File: src/rtl/fifo_read_packer_if.sv
// Bundles the FIFO read handshake and the packed-beat stream of fifo_read_packer.
// The master modport is the packer's view; slave is the FIFO/downstream view.
interface fifo_read_packer_if #(
    parameter int DATA_WIDTH = 8,
    parameter int PACK_COUNT = 4
);
    localparam int OUT_WIDTH = DATA_WIDTH * PACK_COUNT;

    logic                  fifo_empty;
    logic                  fifo_read_ready;
    logic                  fifo_read_valid;
    logic [DATA_WIDTH-1:0] fifo_data;
    logic                  flush;
    logic [OUT_WIDTH-1:0]  out_data;
    logic [PACK_COUNT-1:0] out_keep;
    logic                  out_valid;
    logic                  out_ready;
    logic                  protocol_err;

    modport master (
        input  fifo_empty,
        output fifo_read_ready,
        input  fifo_read_valid,
        input  fifo_data,
        input  flush,
        output out_data,
        output out_keep,
        output out_valid,
        input  out_ready,
        output protocol_err
    );

    modport slave (
        output fifo_empty,
        input  fifo_read_ready,
        output fifo_read_valid,
        output fifo_data,
        output flush,
        input  out_data,
        input  out_keep,
        input  out_valid,
        output out_ready,
        input  protocol_err
    );
endinterface

File: src/rtl/fifo_read_packer.sv
// Pops words from a synchronous FIFO (request now, data next cycle) and packs
// PACK_COUNT of them into one wide valid/ready beat; a flush emits a partial beat.
module fifo_read_packer #(
    parameter int DATA_WIDTH = 8,
    parameter int PACK_COUNT = 4
) (
    input logic              clk,
    input logic              rst_n,
    fifo_read_packer_if.master bus
);
    localparam int OUT_WIDTH = DATA_WIDTH * PACK_COUNT;
    localparam int CNT_W     = $clog2(PACK_COUNT + 1);
    localparam logic [CNT_W-1:0] LANE_FULL = CNT_W'(PACK_COUNT);
    localparam logic [CNT_W:0]   SLOT_MAX  = (CNT_W + 1)'(PACK_COUNT);

    typedef enum logic {
        ST_FILL,
        ST_HOLD
    } state_t;

    state_t                r_state;
    state_t                w_state_next;
    logic [CNT_W-1:0]      r_lane_cnt;
    logic [CNT_W-1:0]      w_lane_cnt_next;
    logic [OUT_WIDTH-1:0]  r_data;
    logic [OUT_WIDTH-1:0]  w_data_next;
    logic [PACK_COUNT-1:0] r_keep;
    logic [PACK_COUNT-1:0] w_keep_next;
    logic                  r_req_pending;
    logic                  r_flush_pending;
    logic                  w_flush_pending_next;
    logic                  r_started;
    logic                  r_protocol_err;

    logic [CNT_W:0]        w_slots;
    logic                  w_pop;
    logic                  w_capture;
    logic                  w_stray;
    logic                  w_handshake;

    // Lanes already filled plus the one response still in flight.
    assign w_slots = {1'b0, r_lane_cnt} + {{CNT_W{1'b0}}, r_req_pending};

    // r_started keeps the pop request low through reset and the first cycle after it.
    assign w_pop = r_started && (r_state == ST_FILL) && !bus.fifo_empty
                   && !r_flush_pending && (w_slots < SLOT_MAX);

    assign w_capture   = bus.fifo_read_valid && r_req_pending;
    assign w_stray     = bus.fifo_read_valid && !r_req_pending;
    assign w_handshake = (r_state == ST_HOLD) && bus.out_ready;

    always_comb begin
        // NOTE: every target gets a default first, so no path can infer a latch.
        w_state_next         = r_state;
        w_lane_cnt_next      = r_lane_cnt;
        w_data_next          = r_data;
        w_keep_next          = r_keep;
        w_flush_pending_next = r_flush_pending | bus.flush;

        unique case (r_state)
            ST_FILL: begin
                if (w_capture) begin
                    for (int i = 0; i < PACK_COUNT; i++) begin
                        if (r_lane_cnt == CNT_W'(i)) begin
                            w_data_next[i*DATA_WIDTH +: DATA_WIDTH] = bus.fifo_data;
                            w_keep_next[i]                          = 1'b1;
                        end
                    end
                    w_lane_cnt_next = r_lane_cnt + CNT_W'(1);
                    if (w_lane_cnt_next == LANE_FULL) begin
                        w_state_next = ST_HOLD;
                    end
                end else if (r_flush_pending && !r_req_pending) begin
                    if (r_lane_cnt != '0) begin
                        w_state_next = ST_HOLD;
                    end else begin
                        // Nothing captured: drop the flush, but keep a fresh pulse.
                        w_flush_pending_next = bus.flush;
                    end
                end
            end

            ST_HOLD: begin
                if (w_handshake) begin
                    w_state_next    = ST_FILL;
                    w_lane_cnt_next = '0;
                    w_data_next     = '0;
                    w_keep_next     = '0;
                    // A partial beat can only have been caused by the pending flush.
                    if (!r_keep[PACK_COUNT-1]) begin
                        w_flush_pending_next = bus.flush;
                    end
                end
            end

            default: w_state_next = ST_FILL;
        endcase
    end

    always_ff @(posedge clk or negedge rst_n) begin
        if (!rst_n) begin
            r_state         <= ST_FILL;
            r_lane_cnt      <= '0;
            // NOTE: the lane accumulator is reset because out_data must read zero
            // after reset and unused lanes must stay zero; a plain buffer would not be.
            r_data          <= '0;
            r_keep          <= '0;
            r_req_pending   <= 1'b0;
            r_flush_pending <= 1'b0;
            r_started       <= 1'b0;
            r_protocol_err  <= 1'b0;
        end else begin
            // NOTE: non-blocking assignments so every register samples pre-edge values.
            r_state         <= w_state_next;
            r_lane_cnt      <= w_lane_cnt_next;
            r_data          <= w_data_next;
            r_keep          <= w_keep_next;
            r_req_pending   <= w_pop;
            r_flush_pending <= w_flush_pending_next;
            r_started       <= 1'b1;
            if (w_stray && r_started) begin
                r_protocol_err <= 1'b1;
            end
        end
    end

    assign bus.fifo_read_ready = w_pop;
    assign bus.out_data        = r_data;
    assign bus.out_keep        = r_keep;
    assign bus.out_valid       = (r_state == ST_HOLD);
    assign bus.protocol_err    = r_protocol_err;

endmodule

File: src/flat_wrapper.sv
// flat-port wrapper written by rule: the top's interface ports become plain ports
module fifo_read_packer_flat 
#(
    parameter int DATA_WIDTH = 8,
    parameter int PACK_COUNT = 4
)
  (clk, rst_n, bus_fifo_empty, bus_fifo_read_ready, bus_fifo_read_valid, bus_fifo_data, bus_flush, bus_out_data, bus_out_keep, bus_out_valid, bus_out_ready, bus_protocol_err);
  fifo_read_packer_if #(.DATA_WIDTH(DATA_WIDTH), .PACK_COUNT(PACK_COUNT)) bus_i ();
  input logic clk;
  input logic rst_n;
  input wire logic [$bits(bus_i.fifo_empty)-1:0] bus_fifo_empty;
  output wire logic [$bits(bus_i.fifo_read_ready)-1:0] bus_fifo_read_ready;
  input wire logic [$bits(bus_i.fifo_read_valid)-1:0] bus_fifo_read_valid;
  input wire logic [$bits(bus_i.fifo_data)-1:0] bus_fifo_data;
  input wire logic [$bits(bus_i.flush)-1:0] bus_flush;
  output wire logic [$bits(bus_i.out_data)-1:0] bus_out_data;
  output wire logic [$bits(bus_i.out_keep)-1:0] bus_out_keep;
  output wire logic [$bits(bus_i.out_valid)-1:0] bus_out_valid;
  input wire logic [$bits(bus_i.out_ready)-1:0] bus_out_ready;
  output wire logic [$bits(bus_i.protocol_err)-1:0] bus_protocol_err;
  assign bus_i.fifo_empty = bus_fifo_empty;
  assign bus_fifo_read_ready = bus_i.fifo_read_ready;
  assign bus_i.fifo_read_valid = bus_fifo_read_valid;
  assign bus_i.fifo_data = bus_fifo_data;
  assign bus_i.flush = bus_flush;
  assign bus_out_data = bus_i.out_data;
  assign bus_out_keep = bus_i.out_keep;
  assign bus_out_valid = bus_i.out_valid;
  assign bus_i.out_ready = bus_out_ready;
  assign bus_protocol_err = bus_i.protocol_err;
  fifo_read_packer #(.DATA_WIDTH(DATA_WIDTH), .PACK_COUNT(PACK_COUNT)) u_core (.clk(clk), .rst_n(rst_n), .bus(bus_i));
endmodule
File: config.mk
export PLATFORM = sky130hd
export DESIGN_NAME = fifo_read_packer_flat
export DESIGN_NICKNAME = d
export VERILOG_FILES = /design/src/rtl/fifo_read_packer_if.sv /design/src/rtl/fifo_read_packer.sv /design/src/flat_wrapper.sv
export SDC_FILE = /design/constraint.sdc
export NUM_CORES = 1
export LEC_CHECK = 0
export ABC_CLOCK_PERIOD_IN_PS = 2670
export CAP_MARGIN = 20
export CORE_AREA = 2 2 97 75
export DETAILED_ROUTE_END_ITERATION = 8
export DIE_AREA = 0 0 99 77
export SLEW_MARGIN = 10
export SYNTH_ARGS = -nofsm -noshare
export SYNTH_HDL_FRONTEND = slang
export SYNTH_SLANG_ARGS = --single-unit
File: constraint.sdc
create_clock -name clk -period 2.67 [get_ports clk]
set_clock_uncertainty 0.05 [all_clocks]
set_input_delay 0.4005 -clock clk [delete_from_list [all_inputs] [get_ports clk]]
set_output_delay 0.4005 -clock clk [all_outputs]
set_load 0.01 [all_outputs]
Word level (Yosys, flattened, before mapping)
Cells that the tools add are included.
- $add $sub $neg: 2
- bitwise gates (word level): 2
- magnitude comparators: 1
- multiplexer cells: 29
- equal/unequal tests: 10
- reduce and logical (&&, ||, !) cells: 19
- operator list (operator ; count):
    $mux 32 ; 2
    $pmux 32 s2 ; 1
    $mux 8 ; 4
    $mux 1 ; 14
    $reduce_and 3->1 ; 4
    $ne 2x2->1 const B ; 5
    $logic_and 1x1->1 ; 9
    $mux 4 ; 2
    $pmux 4 s2 ; 1
    $eq 3x2->1 const B ; 2
    $mux 3 ; 2
    $pmux 3 s2 ; 1
    $add 3x1->4 ; 1
    $lt 4x3->1 const B ; 1
    $pmux 1 s2 ; 2
    $add 3x1->3 const B ; 1
    $eq 3x1->1 const B ; 1
    $eq 3x3->1 const B ; 1
    $logic_not 1->1 ; 3
    $logic_not 3->1 ; 1
    $reduce_bool 3->1 ; 1
    $ne 2x1->1 const B ; 1
    $reduce_and 2->1 ; 1
    $not 1->1 ; 1
    $or 1x1->1 ; 1
- output and inout port bits: 39
- flip-flop bits (word level): 44
- input bits: 14

Depth between registers and ports, before layout
Gate-level depths: netlist (run 1).
- word-level depth: 5
- mapped depth: 7

Worst setup path after synthesis (run 1)
No wires, ideal clock.
- kind: flip-flop to output port
- start point: register u_core.r_state, in the netlist u_core.bus.out_valid
- end point: output port bus_fifo_read_ready
- data required time: 2.220 ns
- arrival: 1.134 ns
- path slack: 1.085 ns
- stages on the path, launching flop included: 5
- buffers on the path: 1
- cells stage by stage: dfrtp_1 > buf_4 > nor4_1 > nand2_1 > a31oi_1
- cells in the longest elaborated chain, start to end: 5
- RTL lines (what ; line ; RTL):
    start: declaration ; fifo_read_packer.sv:21 ; state_t r_state;
    start signal: assignment ; fifo_read_packer.sv:114 ; r_state <= w_state_next;
    $not 1->1 ; fifo_read_packer.sv:45 ; assign w_pop = r_started && (r_state == ST_FILL) && !bus.fifo_empty
    $logic_and 1x1->1 (2 in a row) ; fifo_read_packer.sv:45 ;
    $logic_and 1x1->1 (2 in a row) ; fifo_read_packer.sv:46 ; && !r_flush_pending && (w_slots < SLOT_MAX);
    end: declaration ; flat_wrapper.sv:12 ; output wire logic [$bits(bus_i.fifo_read_ready)-1:0] bus_fifo_read_ready;
Every way passes these cells.

Worst setup path in the final report (run 1)
Ends and elaborated chain as after synthesis.

==> results.txt, run 1 <==
The tools report the number of H-tree levels as 2. For the peak ir drop on the vdd network, the log shows 248 uV. In this run the remaining antenna-violating nets after routing total 0.

Clock transition at the registers of the reported paths: 0.08 ns. Counting cells, the worst reg-to-reg path comes to 4. The number of clock buffers added by TritonCTS is 5. After detailed routing, the total wire length is 4.91 mm. The ratio of cells with drive above 1 in the final layout is 5.76%, and the data arrival time at the worst-slack endpoint is 1.94 ns.

For the global-route wire length before repair, the log shows 8.22 mm. The pre-antenna-repair detailed-routing pass consisted of 4 iterations. For this run, the leading register cell type out of synthesis is sky130_fd_sc_hd__dfrtp_1. The worst setup path is captured at an output port. Of all nets on the critical path, the largest fanout is 11. The run gives 0 as the final antenna diode count.

The post-detailed-route via-to-cell ratio is 4.70, and the synthesized area per cell is 10.1 sq um. The clock passes through at most 2 buffers. Entering global routing, the biggest net connects 25 pins. The number of synthesized flops with an enable pin is 0, and the transition time at the pin with the least slew margin is 0.649 ns. The cell count after synthesis was 193; the signed area change from the synthesized netlist to the final layout was 33.8%.

Net switching is 32.9% of the power. In this run the horizontal extent of the chip is 99 um. The leakage power was 1.15 nW; the number of register bits inferred by synthesis was 44. The logs give 0.91 ns for the minimum setup slack among reg-to-reg paths and 418 MHz for the maximum clock frequency.

For the remaining design rule violation count, the log shows 0. After global routing the overflow that remains totals 0. The critical path data required time is 2.22 ns. The quantity of I/O buffers inserted on ports was 52; the total global routing track utilization was 13.7%. Dividing the detail-routed wire length by the instance count gives 15.0 um. The run gives 0.280 ns as the final worst-path setup slack.

The analysis attributes to net switching a power of 640 uW. Endpoint of the most critical register-to-register path: u_core.bus.out_data[24]. The latest clock arrival within the worst-skew pair is 0.29 ns, and the overall power consumption is 1.94 mW. The flow ran to the end, and the final reports show no timing, DRC or antenna violations. The setup-violating endpoint count in the final report was 0. The sum of negative setup slack is 0 ns, and the I/O pin count is 53. The detailed router finished its first iteration with 64 violations. The internal portion of the total power is 1.30 mW. The type of the tightest min-delay check is input port to asynchronous set/reset pin. The critical path class is flip-flop to output port. Detailed routing inserted a total of 1537 vias.

Number of pins with negative max-slew slack in the final report: 0. In this run the power density over the cells is 745 mW/mm^2. The number of setup buffers added after CTS is 0. The tree built by TritonCTS fans out to 44 sinks. The beginning of the worst register-to-register path is u_core.r_lane_cnt[0].

In this run, flip-flops and latches consume 46.5% of the power. The total half-perimeter wirelength after legalization and detailed placement is 3.52 mm, and the post-cts repair resize count is 0. The number of antenna violations at the first check in global routing was 0. TritonCTS built the clock tree. The top cell types in the final layout, fill and taps aside, are sky130_fd_sc_hd__clkdlybuf4s50_1 (51), sky130_fd_sc_hd__dfrtp_1 (44), sky130_fd_sc_hd__nand2_1 (43), sky130_fd_sc_hd__nand3_1 (17), sky130_fd_sc_hd__o21ai_1 (17). Of the synthesized area, sequential elements account for 56.5%. The logs give 0.0108 ns for the worst hold slack across all endpoints and 0.00195 sq mm for the synthesized cell area. The tools report the last weighted congestion value of the routability-driven placer as 0.814. Post-layout net count: 263. The via count of the first global-routing pass was 1539; the count of standard-cell rows was 26.

The number of nets in the synthesized netlist is 213. For the final count of hold timing violations, the log shows 0. Yosys mapped the design onto 30 distinct sky130hd cell types. Setup repair after global routing left no endpoint under its margin. The vertical die dimension works out to 77 um. The logs give 0 for the max-capacitance violation count and 0 for the number of buffers inserted by hold repair at cts.

After synthesis, the share of flip-flops with an asynchronous set or reset is 100%. The total area inside the core boundary comes to 0.00667 sq mm. The time the worst path needs with I/O delays and setup was 2.39 ns. Startpoint type of the worst setup path: a flip-flop. In this run, the clock network consumes 20.8% of the power. Per report_power, the combinational group accounts for 32.7% of the total. Worst slack at placement: 0.333 ns. The final clock period utilization by the worst path is 89.5%. Leaving out fill and tap cells, the most frequent cell in the layout is sky130_fd_sc_hd__clkdlybuf4s50_1.

The cell sitting at the root of the clock tree is a sky130_fd_sc_hd__clkbuf_8. The worst slew slack as a fraction of its limit was 56.7%. The effective utilization at floorplan was 29.2%.

Yosys printed 0 warnings. The die outline area is 0.00762 sq mm.
-- final cells by class --
cell class,instances,area (sq um)
clock buffer,5,68.8
clock inverter,2,12.5
fill,657,4060
inverter,12,45.0
multi-input combinational,125,724
sequential,44,1100
tap,84,105
timing repair buffer,55,551
-- critical path, cell delays in order, from the launching register on --
cell and delay, ns:
sky130_fd_sc_hd__dfrtp_1 0.50, sky130_fd_sc_hd__nor4_1 0.31, sky130_fd_sc_hd__nand2_1 0.09, sky130_fd_sc_hd__a31oi_1 0.19, sky130_fd_sc_hd__clkdlybuf4s50_1 0.57
-- flip-flops by register name (all words and copies together) (netlist names) --
signal / flops
u_core.r_req_pending: 1
u_core.bus.out_data: 32
u_core.r_flush_pending: 1
u_core.r_started: 1
u_core.bus.protocol_err: 1
u_core.r_lane_cnt: 3
u_core.bus.out_valid: 1
u_core.bus.out_keep: 4
-- synthesized netlist by cell type, types with 2 or more instances --
cell type / n / area [sq um]
sky130_fd_sc_hd__buf_2: 6 / 30.0
sky130_fd_sc_hd__o21a_1: 2 / 15.0
sky130_fd_sc_hd__a21o_1: 4 / 30.0
sky130_fd_sc_hd__nand2b_1: 2 / 12.5
sky130_fd_sc_hd__nand2_1: 43 / 161
sky130_fd_sc_hd__mux2i_1: 9 / 90.1
sky130_fd_sc_hd__nand3_1: 17 / 85.1
sky130_fd_sc_hd__clkbuf_1: 2 / 7.51
sky130_fd_sc_hd__inv_1: 12 / 45.0
sky130_fd_sc_hd__o21ai_0: 8 / 40.0
sky130_fd_sc_hd__nor2_1: 2 / 7.51
sky130_fd_sc_hd__o21ai_1: 17 / 85.1
sky130_fd_sc_hd__ha_1: 6 / 75.1
sky130_fd_sc_hd__and2_4: 2 / 17.5
sky130_fd_sc_hd__dfrtp_1: 44 / 1100
sky130_fd_sc_hd__buf_6: 3 / 33.8
-- worst max-delay path by stage --
| stage | from | end | slack (ns) | depth (start not counted) |
|---|---|---|---|---|
| detailed placement | bus_fifo_empty | bus_fifo_read_ready | 0.33 | 5 |
| CTS | u_core.bus.out_valid | bus_fifo_read_ready | 0.27 | 4 |
| floorplan | u_core.bus.out_valid | bus_fifo_read_ready | 1.09 | 4 |
| global route | u_core.bus.out_valid | bus_fifo_read_ready | 0.17 | 4 |
| finish | u_core.bus.out_valid | bus_fifo_read_ready | 0.28 | 4 |
| global placement | bus_fifo_empty | bus_fifo_read_ready | 0.39 | 5 |
-- layer usage --
metal	vias to the layer above	global-route usage [%]	wire, um
li1	740	-	-
met1	755	20.2	2550
met2	38	20.3	2090
met3	4	3.10	229
met4	0	3.70	45
met5	-	0	0
-- metrics by stage --
stage	instance area, sq um	std cells	utilization, %
floorplan	1950	193	-
global placement	2530	320	37.9
detailed placement	2530	320	37.9
CTS	2610	327	39.1
global route	2610	327	39.1
finish	2610	327	39.1
-- kinds of logic after synthesis --
kind of cell	synth area share, %
muxes	4.62
AOI/OAI and AO/OA	11.2
DFF	56.5
and+or+nand+nor	17.3
adders and majority gates	3.85
other	0.192
buffers and inverters	6.35
-- power by group through the flow --
stage	Clock, mW	Combinational [mW]	Sequential (mW)
after detailed placement	0	0.643	0.920
after floorplan	0	0.279	0.940
final	0.404	0.635	0.904
after global placement	0	0.635	0.917
after CTS	0.423	0.646	0.907
after global routing	0.439	0.707	0.929
No activity file was read; power rests on OpenSTA's default activity.
==> inputs of run 2 (changes only) <==
--- a/config.mk
+++ b/config.mk
@@ -7,9 +7,10 @@
 export LEC_CHECK = 0
 export ABC_CLOCK_PERIOD_IN_PS = 2670
 export CAP_MARGIN = 20
-export CORE_AREA = 2 2 97 75
+export CORE_AREA = 2 2 75 59
 export DETAILED_ROUTE_END_ITERATION = 8
-export DIE_AREA = 0 0 99 77
+export DIE_AREA = 0 0 77 61
+export PLACE_DENSITY = 0.82
 export SLEW_MARGIN = 10
 export SYNTH_ARGS = -nofsm -noshare
 export SYNTH_HDL_FRONTEND = slang
==> run 2 against run 1 <==
Against the previous run: register-to-register slack improved by 0.02 ns; worst hold slack improved by 0.18 ns; non-clock buffer count decreased by 1; clock power rose by 5.9%; critical path type unchanged; largest cell class unchanged; highest routed layer unchanged.
==> results.txt, run 2 (synthesized netlist as in run 1, its figures left out) <==
The commonest non-fill, non-tap cell in the layout is sky130_fd_sc_hd__clkdlybuf4s50_1 (unchanged). The average wire length per cell after detail routing was 14.8 um (was 15.0 um); the last weighted congestion value of the routability-driven placer was 0.833 (was 0.814). The logs give 262 (was 263) for the post-layout net count and 20.7% (was 13.7%) for the total global routing track utilization. The final antenna diode count was 0 (unchanged); the setup-violating endpoint count in the final report was 0 (unchanged). The effective utilization at floorplan was 49.3% (was 29.2%). The peak fanout along the critical path was 11 (unchanged); the remaining design rule violation count was 0 (unchanged). The ratio of cells with drive above 1 in the final layout was 4.94% (was 5.76%). Final design utilization: 65.1% (was 39.1%). The critical path data required time was 2.22 ns (about the same). For the first-pass detailed-route iteration total, the log shows 4 (unchanged).

The number of buffers created by CTS was 5 (unchanged). The via count of the first global-routing pass is 1409 (was 1539). The type of the tightest min-delay check was input port to asynchronous set/reset pin (unchanged). The tools report the total wirelength of the detailed-routed design as 4.41 mm (was 4.91 mm). The tools report the total half-perimeter wirelength after legalization and detailed placement as 3.09 mm (was 3.52 mm). The quantity of I/O buffers inserted on ports came out at 52 (unchanged). Vertical die dimension: 61 um (was 77 um).

The tools report the data arrival time at the worst-slack endpoint as 1.91 ns (was 1.94 ns). The beginning of the worst register-to-register path was u_core.r_lane_cnt[0] (unchanged). The tools report the sum of negative setup slack as 0 ns (unchanged). The run gives 1.97 mW (was 1.94 mW) as the overall power consumption. The clock sink total is 44 (unchanged), and the number of antenna violations at the first check in global routing is 0 (unchanged). The critical path class was flip-flop to output port (unchanged). The pin count of the biggest net entering global routing is 45 (was 25), and the max-capacitance violation count is 0 (unchanged).

The count of standard-cell rows is 20 (was 26), and the signed area change from the synthesized netlist to the final layout is 32.0% (was 33.8%). The number of pins with negative max-slew slack in the final report is 0 (unchanged). The power density over cell area is 767 mW/mm^2 (was 745 mW/mm^2). The number of buffers added for setup after CTS is 0 (unchanged), and the time the worst path needs with I/O delays and setup is 2.36 ns (was 2.39 ns).

The run gives 36.5% (was 56.7%) as the worst slew slack as a fraction of its limit. The run gives 0 (unchanged) as the post-cts repair resize count. The tools report the critical path endpoint category as an output port (unchanged). Violation count after the first detailed-route iteration: 118 (was 64). The cell with the biggest individual delay on the critical path is sky130_fd_sc_hd__clkdlybuf4s50_1 (unchanged).

The logs give 0.30 ns (was 0.29 ns) for the latest clock arrival within the worst-skew pair and 0 (unchanged) for the overflow left after global routing. The flip-flop count of the largest register, all copies and words added is 32 (unchanged), and the peak ir drop on the vdd network is 341 uV (was 248 uV). The total core area is 0.00395 sq mm (was 0.00667 sq mm), and the post-detailed-route via-to-cell ratio is 5.18 (was 4.70). The I/O pin count is 53 (unchanged). Setup repair after global routing left no endpoint under its margin.

The number of filler instances in the final layout is 343 (was 657). The minimum setup slack among reg-to-reg paths was 0.93 ns (was 0.91 ns); the maximum clock frequency was 424 MHz (was 418 MHz). The largest incremental delay on the critical path was 0.58 ns (was 0.57 ns); the global-route wire length before repair was 7.23 mm (was 8.22 mm). For the die outline area, the log shows 0.00470 sq mm (was 0.00762 sq mm).

The cell at the root of the clock tree is sky130_fd_sc_hd__clkbuf_8 (unchanged). The clock transition at the registers of the reported paths was 0.08 ns (about the same). For the number of buffers inserted by hold repair at cts, the log shows 0 (unchanged). The number of H-tree levels came out at 2 (unchanged). The transition time at the pin with the least slew margin came out at 0.952 ns (was 0.649 ns).

The number of buffers on the longest clock path is 2 (unchanged). The die width works out to 77 um (was 99 um). The flow ran to the end, and the final reports show no timing, DRC or antenna violations. The final count of hold timing violations is 0 (unchanged). The post-detailed-route count of antenna-violating nets came out at 0 (unchanged).

The tools report the leakage power as 1.15 nW (about the same). Top library cells by usage in the layout, fill and taps aside: sky130_fd_sc_hd__clkdlybuf4s50_1 (51), sky130_fd_sc_hd__dfrtp_1 (44), sky130_fd_sc_hd__nand2_1 (43), sky130_fd_sc_hd__nand3_1 (17), sky130_fd_sc_hd__o21ai_1 (17) (unchanged). The kind of cell adding the most delay to the critical path is buffers and inverters (unchanged).

Critical path startpoint: u_core.bus.out_valid (unchanged). The via count was 1544 (was 1537); the final clock period utilization by the worst path was 88.3% (was 89.5%). TritonCTS built the clock tree. The number of buffers and inverters on the critical path works out to 1 (unchanged). Series of cell instances along the critical path: nor4_1, nand2_1, a31oi_1, clkdlybuf4s50_1 (unchanged). Startpoint type of the worst setup path: a flip-flop (unchanged).
[run 2: cell count changes in the layout (fill, tap and decap cells not counted), sizes merged]
cell	previous run	this run
clkbuf	5	8
buf	4	3
clkinv	1	0
clkinvlp	1	0
[run 2: final timing paths]
| path | endpoint | cells past startpoint |
|---|---|---|
| worst max-delay path | bus_fifo_read_ready | 4 |
| worst min-delay path | u_core.bus.protocol_err | 1 |
| worst max register to register | u_core.bus.out_data[24] | 4 |
| worst min register to register | u_core.bus.protocol_err | 1 |
| max in group asynchronous | u_core.bus.out_keep[0] | 1 |
| min in group clk | u_core.bus.protocol_err | 1 |
[run 2: metrics by stage]
stage | hold slack [ns] | worst slack (ns) | area (sq um) | std cells
finish | 0.193 | 0.314 | 2570 | 298
floorplan | 0.0549 | 1.09 | 1950 | 193
global placement | 0.408 | 0.381 | 2480 | 290
global route | 0.269 | 0.0971 | 2570 | 298
CTS | 0.231 | 0.309 | 2570 | 298
detailed placement | 0.413 | 0.380 | 2480 | 290
[run 2: layer usage]
layer,GRT usage (%),wire (um),vias to the layer above
li1,-,-,735
met1,30.4,2160,744
met2,29.4,1880,59
met3,5.65,324,6
met4,8.16,49,0
met5,0,0,-
[run 2: cell type report]
| cell class | instances | area, sq um | share of cell area (%) |
|---|---|---|---|
| clock buffer | 8 | 90.1 | 3.50 |
| timing repair buffer | 54 | 543 | 21.1 |
| tap | 55 | 68.8 | 2.68 |
| multi-input combinational | 125 | 724 | 28.2 |
| sequential | 44 | 1100 | 42.8 |
| inverter | 12 | 45.0 | 1.75 |
[run 2: power by group]
| part | switching, mW | leakage, nW | internal (mW) |
|---|---|---|---|
| clock network | 0.217 | 0.0455 | 0.211 |
| registers | 0.111 | 0.596 | 0.796 |
| logic | 0.307 | 0.505 | 0.331 |
| total | 0.635 | 1.15 | 1.34 |
[run 2: worst reg2reg max path, delay by kind of cell (launching register included)]
| family | cells | cell delay [ns] |
|---|---|---|
| AO/OA/AOI/OAI | 1 | 0.20 |
| flip-flops | 1 | 0.48 |
| adder cells (fa/ha/maj) | 2 | 0.32 |
| AND/OR/NAND/NOR | 1 | 0.54 |
==> inputs of run 3 (changes only) <==
--- a/config.mk
+++ b/config.mk
@@ -5,9 +5,9 @@
 export SDC_FILE = /design/constraint.sdc
 export NUM_CORES = 1
 export LEC_CHECK = 0
-export ABC_CLOCK_PERIOD_IN_PS = 2670
-export CAP_MARGIN = 20
+export ABC_CLOCK_PERIOD_IN_PS = 2800
 export CORE_AREA = 2 2 75 59
+export CTS_BUF_LIST = sky130_fd_sc_hd__clkbuf_16
 export DETAILED_ROUTE_END_ITERATION = 8
 export DIE_AREA = 0 0 77 61
 export PLACE_DENSITY = 0.82
==> constraint.sdc (replaced) <==
create_clock -name clk -period 2.8 [get_ports clk]
set_clock_uncertainty 0.05 [all_clocks]
set_input_delay 0.42 -clock clk [delete_from_list [all_inputs] [get_ports clk]]
set_output_delay 0.42 -clock clk [all_outputs]
set_load 0.01 [all_outputs]
==> run 3 against run 2 <==
Against the previous run: non-clock buffer count unchanged; first-iteration DRC count increased by 7.6%; clock power increased by 26%; core utilization increased by 0.85 points; worst hold slack improved by 0.039 ns; via count increased by 0.97%; register-to-register slack improved by 0.15 ns; sequential power decreased by 4.3%; cell area increased by 1.3%; die area unchanged; routed wire length increased by 1.4%; power increased by 1.8%; highest routed layer unchanged.
==> results.txt, run 3 (synthesized netlist as in run 1, its figures left out) <==
For the total global routing track utilization, the log shows 21.5% (was 20.7%). The first-pass detailed-route iteration total is 4 (unchanged). Based on the critical path, the design can be clocked at up to 410 MHz. The run gives 1486 (was 1409) as the via count of the first global-routing pass. The data arrival time at the worst-slack endpoint is 1.97 ns (was 1.91 ns). The logs give 0 (unchanged) for the post-cts repair resize count and 0 (unchanged) for the setup-violating endpoint count in the final report.

The average wire length per cell after detail routing was 15.0 um (was 14.8 um). Type of the tightest min-delay check: input port to asynchronous set/reset pin (unchanged). The cell at the root of the clock tree is sky130_fd_sc_hd__clkbuf_16 (was sky130_fd_sc_hd__clkbuf_8).

The number of filler instances in the final layout was 348 (was 343). The tools report the latest clock arrival within the worst-skew pair as 0.28 ns (was 0.30 ns). The run gives 0 (unchanged) as the overflow left after global routing. The commonest non-fill, non-tap cell in the layout was sky130_fd_sc_hd__clkdlybuf4s50_1 (unchanged). The tools report the remaining design rule violation count as 0 (unchanged).

The number of buffers created by CTS came out at 5 (unchanged). The logs give 2 (unchanged) for the number of buffers on the longest clock path and 0 (unchanged) for the number of antenna violations at the first check in global routing. The tools report the overall power consumption as 2.01 mW (was 1.97 mW).

Top library cells by usage in the layout, fill and taps aside: sky130_fd_sc_hd__clkdlybuf4s50_1 (51), sky130_fd_sc_hd__dfrtp_1 (44), sky130_fd_sc_hd__nand2_1 (43), sky130_fd_sc_hd__nand3_1 (17), sky130_fd_sc_hd__o21ai_1 (17) (unchanged). The critical path endpoint category is an output port (unchanged). The run finished with clean final reports. The power density over cell area is 771 mW/mm^2 (was 767 mW/mm^2), and the violation count after the first detailed-route iteration is 127 (was 118). Setup repair after global routing left no endpoint under its margin.

The tools report the startpoint type of the worst setup path as a flip-flop (unchanged). Final antenna diode count: 0 (unchanged). The last weighted congestion value of the routability-driven placer was 0.824 (was 0.833); the vertical die dimension was 61 um (unchanged). Of the available clock period, the critical path in the final layout requires 87.1%. The critical path data required time was 2.33 ns (was 2.22 ns); the post-detailed-route count of antenna-violating nets was 0 (unchanged). For the number of pins with negative max-slew slack in the final report, the log shows 0 (unchanged). The clock sink total came out at 44 (unchanged).

The max-capacitance violation count was 0 (unchanged). The count of standard-cell rows was 20 (unchanged); the met2 demand-to-capacity share in global routing was 31.7% (was 29.4%). The global routing usage on met1 was 30.6% (was 30.4%). Critical path class: flip-flop to output port (unchanged). The beginning of the worst register-to-register path was u_core.r_lane_cnt[0] (unchanged).

The I/O pin count came out at 53 (unchanged). The effective utilization at floorplan is 49.3% (unchanged), and the time the worst path needs with I/O delays and setup is 2.44 ns. The logs give 4.47 mm (was 4.41 mm) for the total wirelength of the detailed-routed design and 5.95% (was 5.65%) for the global-route met3 utilization. The peak fanout along the critical path came out at 11 (unchanged). For the peak ir drop on the vdd network, the log shows 405 uV (was 341 uV).

TritonCTS built the clock tree. The total half-perimeter wirelength after legalization and detailed placement was 3.11 mm (was 3.09 mm). The global-route wire length before repair is 7.51 mm (was 7.23 mm). For the number of buffers added for setup after CTS, the log shows 0 (unchanged). The peak-usage layer in the global routing report is met2 (was met1). The quantity of I/O buffers inserted on ports is 52 (unchanged).

Ratio of cells with drive above 1 in the final layout: 4.53% (was 4.94%). The sum of negative setup slack came out at 0 ns (unchanged). The die width was 77 um (unchanged). The post-detailed-route via-to-cell ratio works out to 5.23 (was 5.18).

The die outline area is 0.00470 sq mm (unchanged), and the flip-flop count of the largest register, all copies and words added is 32 (unchanged). The signed area change from the synthesized netlist to the final layout was 33.7% (was 32.0%); the number of H-tree levels was 2 (unchanged). The tools report the worst slew slack as a fraction of its limit as 37.2% (was 36.5%). The pin count of the biggest net entering global routing is 45 (unchanged), and the transition time at the pin with the least slew margin is 0.942 ns (was 0.952 ns). Worst-case reg-to-reg path depth: 4 (unchanged). The clock transition at the registers of the reported paths was 0.06 ns (was 0.08 ns). Leakage power: 1.17 nW (was 1.15 nW). The minimum setup slack among reg-to-reg paths is 1.08 ns (was 0.93 ns). The endpoint of the most critical register-to-register path is u_core.bus.out_data[24] (unchanged). The post-layout net count is 262 (unchanged). The logs give 0.00395 sq mm (unchanged) for the total core area and 0 (unchanged) for the number of buffers inserted by hold repair at cts. The logs give 0 (unchanged) for the final count of hold timing violations and 1559 (was 1544) for the via count.
-- run 3: changes by cell type in the layout (fill, tap and decap cells not counted) --
cell / previous run / this run
sky130_fd_sc_hd__clkbuf_1: 2 / 0
sky130_fd_sc_hd__buf_12: 1 / 0
sky130_fd_sc_hd__buf_4: 1 / 2
sky130_fd_sc_hd__clkinv_1: 0 / 1
sky130_fd_sc_hd__clkbuf_8: 6 / 0
sky130_fd_sc_hd__clkbuf_16: 0 / 5
sky130_fd_sc_hd__inv_1: 12 / 14
-- run 3: routing by layer --
layer | part of all wire (%) | wire length, um
met3 | 6.1 | 271
met2 | 43 | 1930
met1 | 49 | 2200
met5 | 0 | 0
met4 | 1.6 | 70
-- run 3: area by class of cell --
type,instances,area [sq um],share of cell area (%)
Tap cell,55,68.8,2.64
Clock inverter,3,11.3,0.432
Inverter,12,45.0,1.73
Multi-Input combinational cell,125,724,27.8
Timing Repair Buffer,54,531,20.4
Sequential cell,44,1100,42.2
Clock buffer,5,125,4.80
-- run 3: worst max-delay path, cell delays in order, from the launching register on --
cell and delay [ns]:
sky130_fd_sc_hd__dfrtp_1 0.49, sky130_fd_sc_hd__nor4_1 0.30, sky130_fd_sc_hd__nand2_1 0.08, sky130_fd_sc_hd__a31oi_1 0.21, sky130_fd_sc_hd__clkdlybuf4s50_1 0.61
-- run 3: stage by stage --
| step | worst slack [ns] | hold slack [ns] | util (%) | cells | cell area [sq um] |
|---|---|---|---|---|---|
| 2_1_floorplan | 1.20 | 0.0744 | - | 193 | 1950 |
| 3_3_place_gp | 0.472 | 0.408 | 62.5 | 290 | 2470 |
| 3_5_place_dp | 0.398 | 0.413 | 62.5 | 290 | 2470 |
| 4_1_cts | 0.370 | 0.255 | 65.9 | 298 | 2610 |
| 5_1_grt | 0.170 | 0.318 | 65.9 | 298 | 2610 |
| 6_report | 0.360 | 0.233 | 65.9 | 298 | 2610 |
-- run 3: power breakdown --
group	internal (mW)	switching [mW]
clock	0.320	0.218
combinational	0.309	0.294
sequential	0.761	0.107
total	1.39	0.619
-- run 3: worst max path at each step --
stage                                     from                   to  cells past startpoint
after global placement          bus_fifo_empty  bus_fifo_read_ready                      5
after detailed placement        bus_fifo_empty  bus_fifo_read_ready                      5
after floorplan           u_core.bus.out_valid  bus_fifo_read_ready                      4
final                     u_core.bus.out_valid  bus_fifo_read_ready                      4
after global routing      u_core.bus.out_valid  bus_fifo_read_ready                      4
after CTS                 u_core.bus.out_valid  bus_fifo_read_ready                      4
